$ cat src/rtl/accel_spi3_pkg.sv
// Shared definitions for the 3-wire SPI accelerometer responder: register addresses, FSM states, bit positions.
// Latency: none (types and constants only).
// Backpressure: none.
package accel_spi3_pkg;

    localparam logic [5:0] ADDR_DEVID       = 6'h00;
    localparam logic [5:0] ADDR_BW_RATE     = 6'h2C;
    localparam logic [5:0] ADDR_POWER_CTL   = 6'h2D;
    localparam logic [5:0] ADDR_INT_ENABLE  = 6'h2E;
    localparam logic [5:0] ADDR_INT_SOURCE  = 6'h30;
    localparam logic [5:0] ADDR_DATA_FORMAT = 6'h31;
    localparam logic [5:0] ADDR_DATAX0      = 6'h32;
    localparam logic [5:0] ADDR_DATAX1      = 6'h33;
    localparam logic [5:0] ADDR_DATAY0      = 6'h34;
    localparam logic [5:0] ADDR_DATAY1      = 6'h35;
    localparam logic [5:0] ADDR_DATAZ0      = 6'h36;
    localparam logic [5:0] ADDR_DATAZ1      = 6'h37;

    localparam int MEASURE_BIT = 3;
    localparam int DRDY_BIT    = 7;

    typedef enum logic [1:0] {
        IDLE  = 2'd0,
        CMD   = 2'd1,
        RDATA = 2'd2,
        WDATA = 2'd3
    } state_t;

    // True for the six axis-data bytes whose read clears DATA_READY.
    function automatic logic is_data_addr(input logic [5:0] a);
        return (a >= ADDR_DATAX0) && (a <= ADDR_DATAZ1);
    endfunction

endpackage

$ cat src/rtl/accel_spi3_sync.sv
// Multi-flop synchronizer for one asynchronous SPI pad plus rise/fall detection on the synced level.
// Latency: level appears SYNC_STAGES clocks after the pad; rise/fall pulse in that same cycle.
// Backpressure: none; free-running sampler.
module accel_spi3_sync #(
    parameter int   SYNC_STAGES = 2,   // must be at least 2
    parameter logic RST_VAL     = 1'b0 // idle level of the pad
) (
    input  logic clk,
    input  logic rst,
    input  logic din,
    output logic q,
    output logic rise,
    output logic fall
);

    logic [SYNC_STAGES-1:0] chain;
    logic                   prev;

    // Shift the pad through the synchronizer and remember the previous synced level.
    always_ff @(posedge clk) begin
        if (rst) begin
            chain <= {SYNC_STAGES{RST_VAL}};
            prev  <= RST_VAL;
        end else begin
            chain <= {chain[SYNC_STAGES-2:0], din};
            prev  <= chain[SYNC_STAGES-1];
        end
    end

    assign q    = chain[SYNC_STAGES-1];
    assign rise = q & ~prev;
    assign fall = ~q & prev;

endmodule

$ cat src/rtl/accel_spi3_responder.sv
// ADXL345-style 3-wire SPI responder (mode 3) with a small register file and XYZ sample buffering.
// Latency: SDAT driven within SYNC_STAGES+1 clocks of an SCLK fall; samples land one clock after the strobe.
// Backpressure: none; a sample arriving mid-frame waits in a one-deep buffer (newest wins) until CS_N rises.
// Optional ACCEL_DRDY_INT_EN: drives spi_int from INT_ENABLE[7] & DATA_READY; otherwise spi_int is 0.
module accel_spi3_responder
    import accel_spi3_pkg::*;
#(
    parameter logic [7:0] DEVID       = 8'hE5,
    parameter int         SYNC_STAGES = 2,
    parameter logic [7:0] BW_RATE_RST = 8'h0A
) (
    input  logic        clk_clk,
    input  logic        reset_reset,
    input  logic        spi_sclk,
    input  logic        spi_cs_n,
    input  logic        spi_sdat_in,
    output logic        spi_sdat_out,
    output logic        spi_sdat_oe,
    output logic        spi_int,
    input  logic        sample_valid,
    input  logic [15:0] sample_x,
    input  logic [15:0] sample_y,
    input  logic [15:0] sample_z,
    output logic        measure
);

    // Synced pad levels and edges; the *_unused ones exist only because every pad shares one sync block.
    logic sclk_lvl_unused, sclk_rise, sclk_fall;
    logic cs_q, cs_rise, cs_fall_unused;
    logic sdat_q, sdat_rise_unused, sdat_fall_unused;

    accel_spi3_sync #(.SYNC_STAGES(SYNC_STAGES), .RST_VAL(1'b1)) u_sync_sclk (
        .clk(clk_clk), .rst(reset_reset), .din(spi_sclk),
        .q(sclk_lvl_unused), .rise(sclk_rise), .fall(sclk_fall)
    );

    accel_spi3_sync #(.SYNC_STAGES(SYNC_STAGES), .RST_VAL(1'b1)) u_sync_cs (
        .clk(clk_clk), .rst(reset_reset), .din(spi_cs_n),
        .q(cs_q), .rise(cs_rise), .fall(cs_fall_unused)
    );

    accel_spi3_sync #(.SYNC_STAGES(SYNC_STAGES), .RST_VAL(1'b0)) u_sync_sdat (
        .clk(clk_clk), .rst(reset_reset), .din(spi_sdat_in),
        .q(sdat_q), .rise(sdat_rise_unused), .fall(sdat_fall_unused)
    );

    state_t      state, next_state;
    logic [2:0]  bit_cnt;
    logic [6:0]  shift_in;
    logic [7:0]  rx_byte;
    logic        cmd_mb;
    logic [5:0]  addr;
    logic [5:0]  next_addr;
    logic [5:0]  rd_addr;
    logic [7:0]  rd_data;
    logic [7:0]  tx_shift;
    logic        byte_done;
    logic        wr_en;
    logic        rd_done;

    logic [7:0]  bw_rate, power_ctl, int_enable, data_format;
    logic [15:0] data_x, data_y, data_z;
    logic [15:0] pend_x, pend_y, pend_z;
    logic        pend_vld;
    logic        data_ready;
    logic        sample_ok;
    logic        commit_now, commit_pend;

    // Byte being assembled, including the bit arriving on this rising edge.
    assign rx_byte   = {shift_in, sdat_q};
    assign byte_done = sclk_rise && (bit_cnt == 3'd7) && !cs_q;
    assign next_addr = cmd_mb ? (addr + 6'd1) : addr;
    assign wr_en     = (state == WDATA) && byte_done;
    assign rd_done   = (state == RDATA) && byte_done;
    assign measure   = power_ctl[MEASURE_BIT];

    // State register.
    always_ff @(posedge clk_clk) begin
        if (reset_reset) state <= IDLE;
        else             state <= next_state;
    end

    // Next state: CS_N high wins over everything; the command byte picks read or write.
    always_comb begin
        next_state = state;
        if (cs_q) begin
            next_state = IDLE;
        end else begin
            case (state)
                IDLE:    next_state = CMD;
                CMD:     if (sclk_rise && (bit_cnt == 3'd7))
                             next_state = rx_byte[7] ? RDATA : WDATA;
                default: next_state = state;
            endcase
        end
    end

    // During the command the byte to load comes from the decoded address; afterwards from the next address.
    assign rd_addr = (state == CMD) ? rx_byte[5:0] : next_addr;

    // Register read mux; unmapped addresses return zero.
    always_comb begin
        rd_data = 8'h00;
        case (rd_addr)
            ADDR_DEVID:       rd_data = DEVID;
            ADDR_BW_RATE:     rd_data = bw_rate;
            ADDR_POWER_CTL:   rd_data = power_ctl;
            ADDR_INT_ENABLE:  rd_data = int_enable;
            ADDR_INT_SOURCE:  rd_data[DRDY_BIT] = data_ready;
            ADDR_DATA_FORMAT: rd_data = data_format;
            ADDR_DATAX0:      rd_data = data_x[7:0];
            ADDR_DATAX1:      rd_data = data_x[15:8];
            ADDR_DATAY0:      rd_data = data_y[7:0];
            ADDR_DATAY1:      rd_data = data_y[15:8];
            ADDR_DATAZ0:      rd_data = data_z[7:0];
            ADDR_DATAZ1:      rd_data = data_z[15:8];
            default:          rd_data = 8'h00;
        endcase
    end

    // Serial engine: shift command/write bits on rising edges, drive read bits on falling edges.
    always_ff @(posedge clk_clk) begin
        if (reset_reset) begin
            bit_cnt      <= 3'd0;
            shift_in     <= 7'd0;
            cmd_mb       <= 1'b0;
            addr         <= 6'd0;
            tx_shift     <= 8'h00;
            spi_sdat_out <= 1'b0;
            spi_sdat_oe  <= 1'b0;
        end else if (cs_q) begin
            // Abort or idle: release the line and drop any partial byte.
            bit_cnt      <= 3'd0;
            spi_sdat_out <= 1'b0;
            spi_sdat_oe  <= 1'b0;
        end else begin
            case (state)
                CMD: begin
                    if (sclk_rise) begin
                        shift_in <= rx_byte[6:0];
                        bit_cnt  <= bit_cnt + 3'd1;
                        if (bit_cnt == 3'd7) begin
                            cmd_mb   <= rx_byte[6];
                            addr     <= rx_byte[5:0];
                            tx_shift <= rd_data;
                        end
                    end
                end
                RDATA: begin
                    if (sclk_fall) begin
                        spi_sdat_out <= tx_shift[7];
                        spi_sdat_oe  <= 1'b1;
                        tx_shift     <= {tx_shift[6:0], 1'b0};
                    end
                    if (sclk_rise) begin
                        bit_cnt <= bit_cnt + 3'd1;
                        if (bit_cnt == 3'd7) begin
                            // Master has sampled the last bit; release until the next byte starts.
                            spi_sdat_oe <= 1'b0;
                            addr        <= next_addr;
                            tx_shift    <= rd_data;
                        end
                    end
                end
                WDATA: begin
                    if (sclk_rise) begin
                        shift_in <= rx_byte[6:0];
                        bit_cnt  <= bit_cnt + 3'd1;
                        if (bit_cnt == 3'd7) addr <= next_addr;
                    end
                end
                default: bit_cnt <= 3'd0;
            endcase
        end
    end

    // A sample lands directly while deselected; otherwise the buffered one lands as CS_N rises.
    assign sample_ok   = sample_valid && power_ctl[MEASURE_BIT];
    assign commit_now  = sample_ok && cs_q;
    assign commit_pend = !commit_now && cs_rise && pend_vld;

    // Register file, sample buffering and DATA_READY.
    always_ff @(posedge clk_clk) begin
        if (reset_reset) begin
            bw_rate     <= BW_RATE_RST;
            power_ctl   <= 8'h00;
            int_enable  <= 8'h00;
            data_format <= 8'h00;
            data_x      <= 16'h0000;
            data_y      <= 16'h0000;
            data_z      <= 16'h0000;
            pend_x      <= 16'h0000;
            pend_y      <= 16'h0000;
            pend_z      <= 16'h0000;
            pend_vld    <= 1'b0;
            data_ready  <= 1'b0;
        end else begin
            if (wr_en) begin
                case (addr)
                    ADDR_BW_RATE:     bw_rate     <= rx_byte;
                    ADDR_POWER_CTL:   power_ctl   <= rx_byte;
                    ADDR_INT_ENABLE:  int_enable  <= rx_byte;
                    ADDR_DATA_FORMAT: data_format <= rx_byte;
                    default: ;
                endcase
            end

            if (commit_now) begin
                data_x <= sample_x;
                data_y <= sample_y;
                data_z <= sample_z;
            end else if (commit_pend) begin
                data_x <= pend_x;
                data_y <= pend_y;
                data_z <= pend_z;
            end

            if (sample_ok && !cs_q) begin
                pend_x   <= sample_x;
                pend_y   <= sample_y;
                pend_z   <= sample_z;
                pend_vld <= 1'b1;
            end else if (cs_rise || commit_now) begin
                pend_vld <= 1'b0;
            end

            // A commit in the same cycle as a clearing read leaves DATA_READY set.
            if (commit_now || commit_pend)
                data_ready <= 1'b1;
            else if (rd_done && is_data_addr(addr))
                data_ready <= 1'b0;
        end
    end

`ifdef ACCEL_DRDY_INT_EN
    // Data-ready interrupt, registered one clock behind DATA_READY.
    always_ff @(posedge clk_clk) begin
        if (reset_reset) spi_int <= 1'b0;
        else             spi_int <= int_enable[DRDY_BIT] & data_ready;
    end
`else
    assign spi_int = 1'b0;
`endif

endmodule
$ cat config.mk
export PLATFORM = sky130hd
export DESIGN_NAME = accel_spi3_responder
export DESIGN_NICKNAME = d
export VERILOG_FILES = /design/src/rtl/accel_spi3_pkg.sv /design/src/rtl/accel_spi3_sync.sv /design/src/rtl/accel_spi3_responder.sv
export SDC_FILE = /design/constraint.sdc
export NUM_CORES = 1
export LEC_CHECK = 0
export CAP_MARGIN = 20
export CORE_MARGIN = 2
export CORE_UTILIZATION = 27
export DETAILED_ROUTE_END_ITERATION = 10
export PLACE_DENSITY_LB_ADDON = 0.08
export REMOVE_ABC_BUFFERS = 1
export SYNTH_ARGS = -nofsm -noshare
export SYNTH_HDL_FRONTEND = slang
export SYNTH_SLANG_ARGS = --single-unit
$ cat constraint.sdc
create_clock -name clk_clk -period 3.08 [get_ports clk_clk]
set_clock_uncertainty 0.15 [all_clocks]
set_input_delay 0.616 -clock clk_clk [delete_from_list [all_inputs] [get_ports clk_clk]]
set_output_delay 0.616 -clock clk_clk [all_outputs]
set_load 0.03 [all_outputs]
==> impl_results.md, run 1 <==
- Starting Density: 0.2743
- Fin crit share: 0.9213
- Diodes inserted: 0
- Final max-slew violation count: 0
- Layout fillers: between 3000 and 4000
- Yosys top cell area share: 0.4388
- CTS clk-pin slew, worst paths: 0.07 ns
- CP Data Arrival Time: approximately 3 ns
- DRT antenna net count: 0
- Number of global-route vias before repair: roughly 6400
- First-pass GRT wire length: approximately 37000 um
- CTS root buffer: clkbuf_16
- Synth Area per Inst: around 8.4 sq um
- Register area share after synthesis: 0.4388
- Critical path class: reg2reg
- Post-Route WL: approximately 24000 um
- Max VDD drop: between 0.3 and 0.4 mV
- Hold Path End: u_sync_cs.chain[1]
- Rel. slew slack: 0.3682
- Vias post-DR: about 6400
- Worst Hold Class: reg2reg
- Place WS: around 0.24 ns
- Clk_lat worst skew: around 0.43 ns
- Reg2Reg Setup Slack: ~0.24 ns
- P_leak: approximately 3.5 nW
- Ratio of cells with drive above 1 in the final layout: 0.09623
- Cell variety after synth: 62
- Total core area: between 0.02 and 0.03 sq mm
- Die ar.: just under 0.03 sq mm
- Fin. Hold Viols: 0
- PwrDens: 479.3 mW/mm^2
- Post-CTS Setup Bufs: 0
- Post-route DRC: 0
- Cell count of the worst hold path: 1
- GP Congestion: around 0.76
- I/O pins: 58
- Number of enable flip-flop cells after synthesis: 0
- DIE WIDTH: approximately 170 um
- DR WL/cell: 17.70 um
- Die height: between 150 and 200 um
- # rows: 61
- Final Setup Violations: 0
- Synth Cell Area: ~0.0076 sq mm
- # clock sinks: about 170
- Number of cells on the worst reg-to-reg path: 9
- Syn-to-layout area delta: 22.68%
- Largest buffer count on any clock path: 2
- Hold_sp: u_sync_cs.chain[0]
- Nets: approximately 1000
- Crit path required time: 3.24 ns
- Max-Cap Viols: 0
- Crit path time final: 2.838 ns
- CP Capture Type: register
- Crit-path max FO: 7
- Overall power: roughly 4.5 mW
- RR Startpoint: addr[0]
- Leading area contributor after synthesis: dfxtp_1
- Via density: 4.827
- CTS Hold Bufs: 0
- Synth async-reset ratio: 0
- Hold slack: around 0.26 ns
- DRT iter0 DRCs: 391
- Status: finished clean
- Largest net degree at the start of global routing: 93
- RSZ-0062 raised after global routing: no
- Grt ovf: 0
- Hpwl dp: about 16000 um
- All-layer global routing usage: 0.1639
- Worst-Margin Slew: around 0.95 ns
- Final Worst Setup Slack: between 0.2 and 0.25 ns
- #FFs+latches synth: roughly 170
- Reg-to-reg endpoint: tx_shift[6]
- Initial antenna violation count: 0
- Synthesized instance count: 905
- Layout Cells excl Fill: 1334
- Ys Warns: 0
- Max Fclk: 352.4 MHz
- Port Buffers: between 50 and 60
- CP startpoint kind: register
- Main synth FF type: dfxtp_1
- Htree depth: 4
- Total CTS buffers: 17
- CTS tree: built
- Detailed Routing Iterations Pass 1: 5
- Dpl cells: roughly 1300
- Top post-synthesis cells by area: dfxtp_1, mux2i_1, nand2_1
==> cells by family (layout without fill, tap and decap cells) <==
| family | Yosys count | count (layout) | share of synthesized area |
|---|---|---|---|
| adders and majority gates | 7 | 7 | 0.01149 |
| DFF | 167 | 167 | 0.4388 |
| and+or+nand+nor | 325 | 325 | 0.1918 |
| other | 1 | 1 | 0.0004921 |
| AOI/OAI and AO/OA | 237 | 237 | 0.2020 |
| buffers and inverters | 84 | 135 | 0.04516 |
| xor gates and xnor gates | 5 | 5 | 0.005748 |
| muxes | 79 | 79 | 0.1046 |
==> metal layers <==
metal / share of wire / global-route usage
met3: 0.028 / 0.02976
met5: 0 / 0
met2: 0.45 / 0.2642
met4: 0.0089 / 0.03361
met1: 0.51 / 0.2292
==> state kept, by name, indices dropped and copies added, names as in the netlist, 3 cells and up, named ones only <==
register,cells
data_z,16
data_format,8
power_ctl,8
pend_z,16
int_enable,8
shift_in,7
data_y,16
bit_cnt,3
pend_x,16
data_x,16
tx_shift,8
pend_y,16
bw_rate,8
addr,5
==> final cells by class <==
type	instances	area, sq um	area share
well taps	378	473.0	0.05060
clock inverters	14	156.4	0.01673
clock buffers	18	439.2	0.04698
repair buffers	96	945.9	0.1012
flip-flops and latches	167	3343	0.3576
inverters	7	26.28	0.002811
multi-input cells	654	3964	0.4240
==> worst max-delay path: stages, from the launching register on <==
cell and delay [ns]:
dfxtp_1 0.40, inv_1 0.10, ha_1 0.33, mux2_2 0.27
mux2_4 0.27, and2_1 0.26, a222oi_1 0.41, nor2_1 0.09
a2111oi_2 0.35, a21oi_1 0.10
==> cell usage in the layout, fill, tap and decap left out, drive strengths merged, types with 6 or more instances in the layout <==
master and n:
dfxtp 167, nand2 140, nor2 97, a21oi 94
mux2i 77, a211oi 58, clkdlybuf4s50 55, buf 41
nand3 31, a22oi 19, clkbuf 18, o21ai 15
inv 13, nor2b 10, nor3 10, o22ai 7
ha 7, or2 7, nand2b 6, and2 6
a31oi 6, a2bb2oi 6, nand3b 6
==> cells in the mapped netlist, types with 5 or more instances <==
master,instances
buf_2,11
a2bb2oi_1,6
nand3_1,31
dfxtp_1,167
nand2_1,140
mux2i_1,77
nor2_1,96
clkbuf_1,56
a22oi_1,19
inv_1,7
nand3b_1,5
buf_1,7
o22ai_1,7
ha_1,7
a21oi_1,94
a31oi_1,6
a211oi_1,58
nor2b_1,10
or2_2,6
nor3_1,10
nand2b_1,6
and2_1,6
a221oi_1,5
o21ai_0,14
==> metrics by stage <==
step	setup TNS [ns]	util	instance area (sq um)
6_report	0	0.3365	9348
5_1_grt	0	0.3365	9348
4_1_cts	0	0.3364	9345
3_5_place_dp	0	0.3149	8750
3_3_place_gp	0	0.3149	8750
2_1_floorplan	-3.621	-	7302
==> worst max-delay path by stage <==
stage / startpoint / endpoint / slack, ns / cells past startpoint
after floorplan: state[1] / tx_shift[6] / -0.10 / 7
after global placement: addr[0] / tx_shift[6] / 0.26 / 9
after detailed placement: addr[0] / tx_shift[3] / 0.24 / 11
after CTS: addr[0] / tx_shift[3] / 0.21 / 11
after global routing: addr[0] / tx_shift[3] / 0.05 / 9
final: addr[0] / tx_shift[6] / 0.24 / 9
==> repair_timing <==
action	CTS	global route
hold endpoints to repair	0	0
gates resized for setup	0	1
endpoints found under the setup margin	0	1
==> report_power, final <==
part	switching [mW]	internal, mW
sequential	0.00509	2.16
combinational	0.0776	0.0783
clock	1.05	1.11
total	1.13	3.35
(Power assumes the default switching activity.)
==> run 2, diff against run 1 <==
--- a/config.mk
+++ b/config.mk
@@ -11,6 +11,7 @@
 export DETAILED_ROUTE_END_ITERATION = 10
 export PLACE_DENSITY_LB_ADDON = 0.08
 export REMOVE_ABC_BUFFERS = 1
+export SLEW_MARGIN = 20
 export SYNTH_ARGS = -nofsm -noshare
 export SYNTH_HDL_FRONTEND = slang
 export SYNTH_SLANG_ARGS = --single-unit
==> results of run 2 <==
The final DEF is identical to that of run 1; final timing and power are the same.
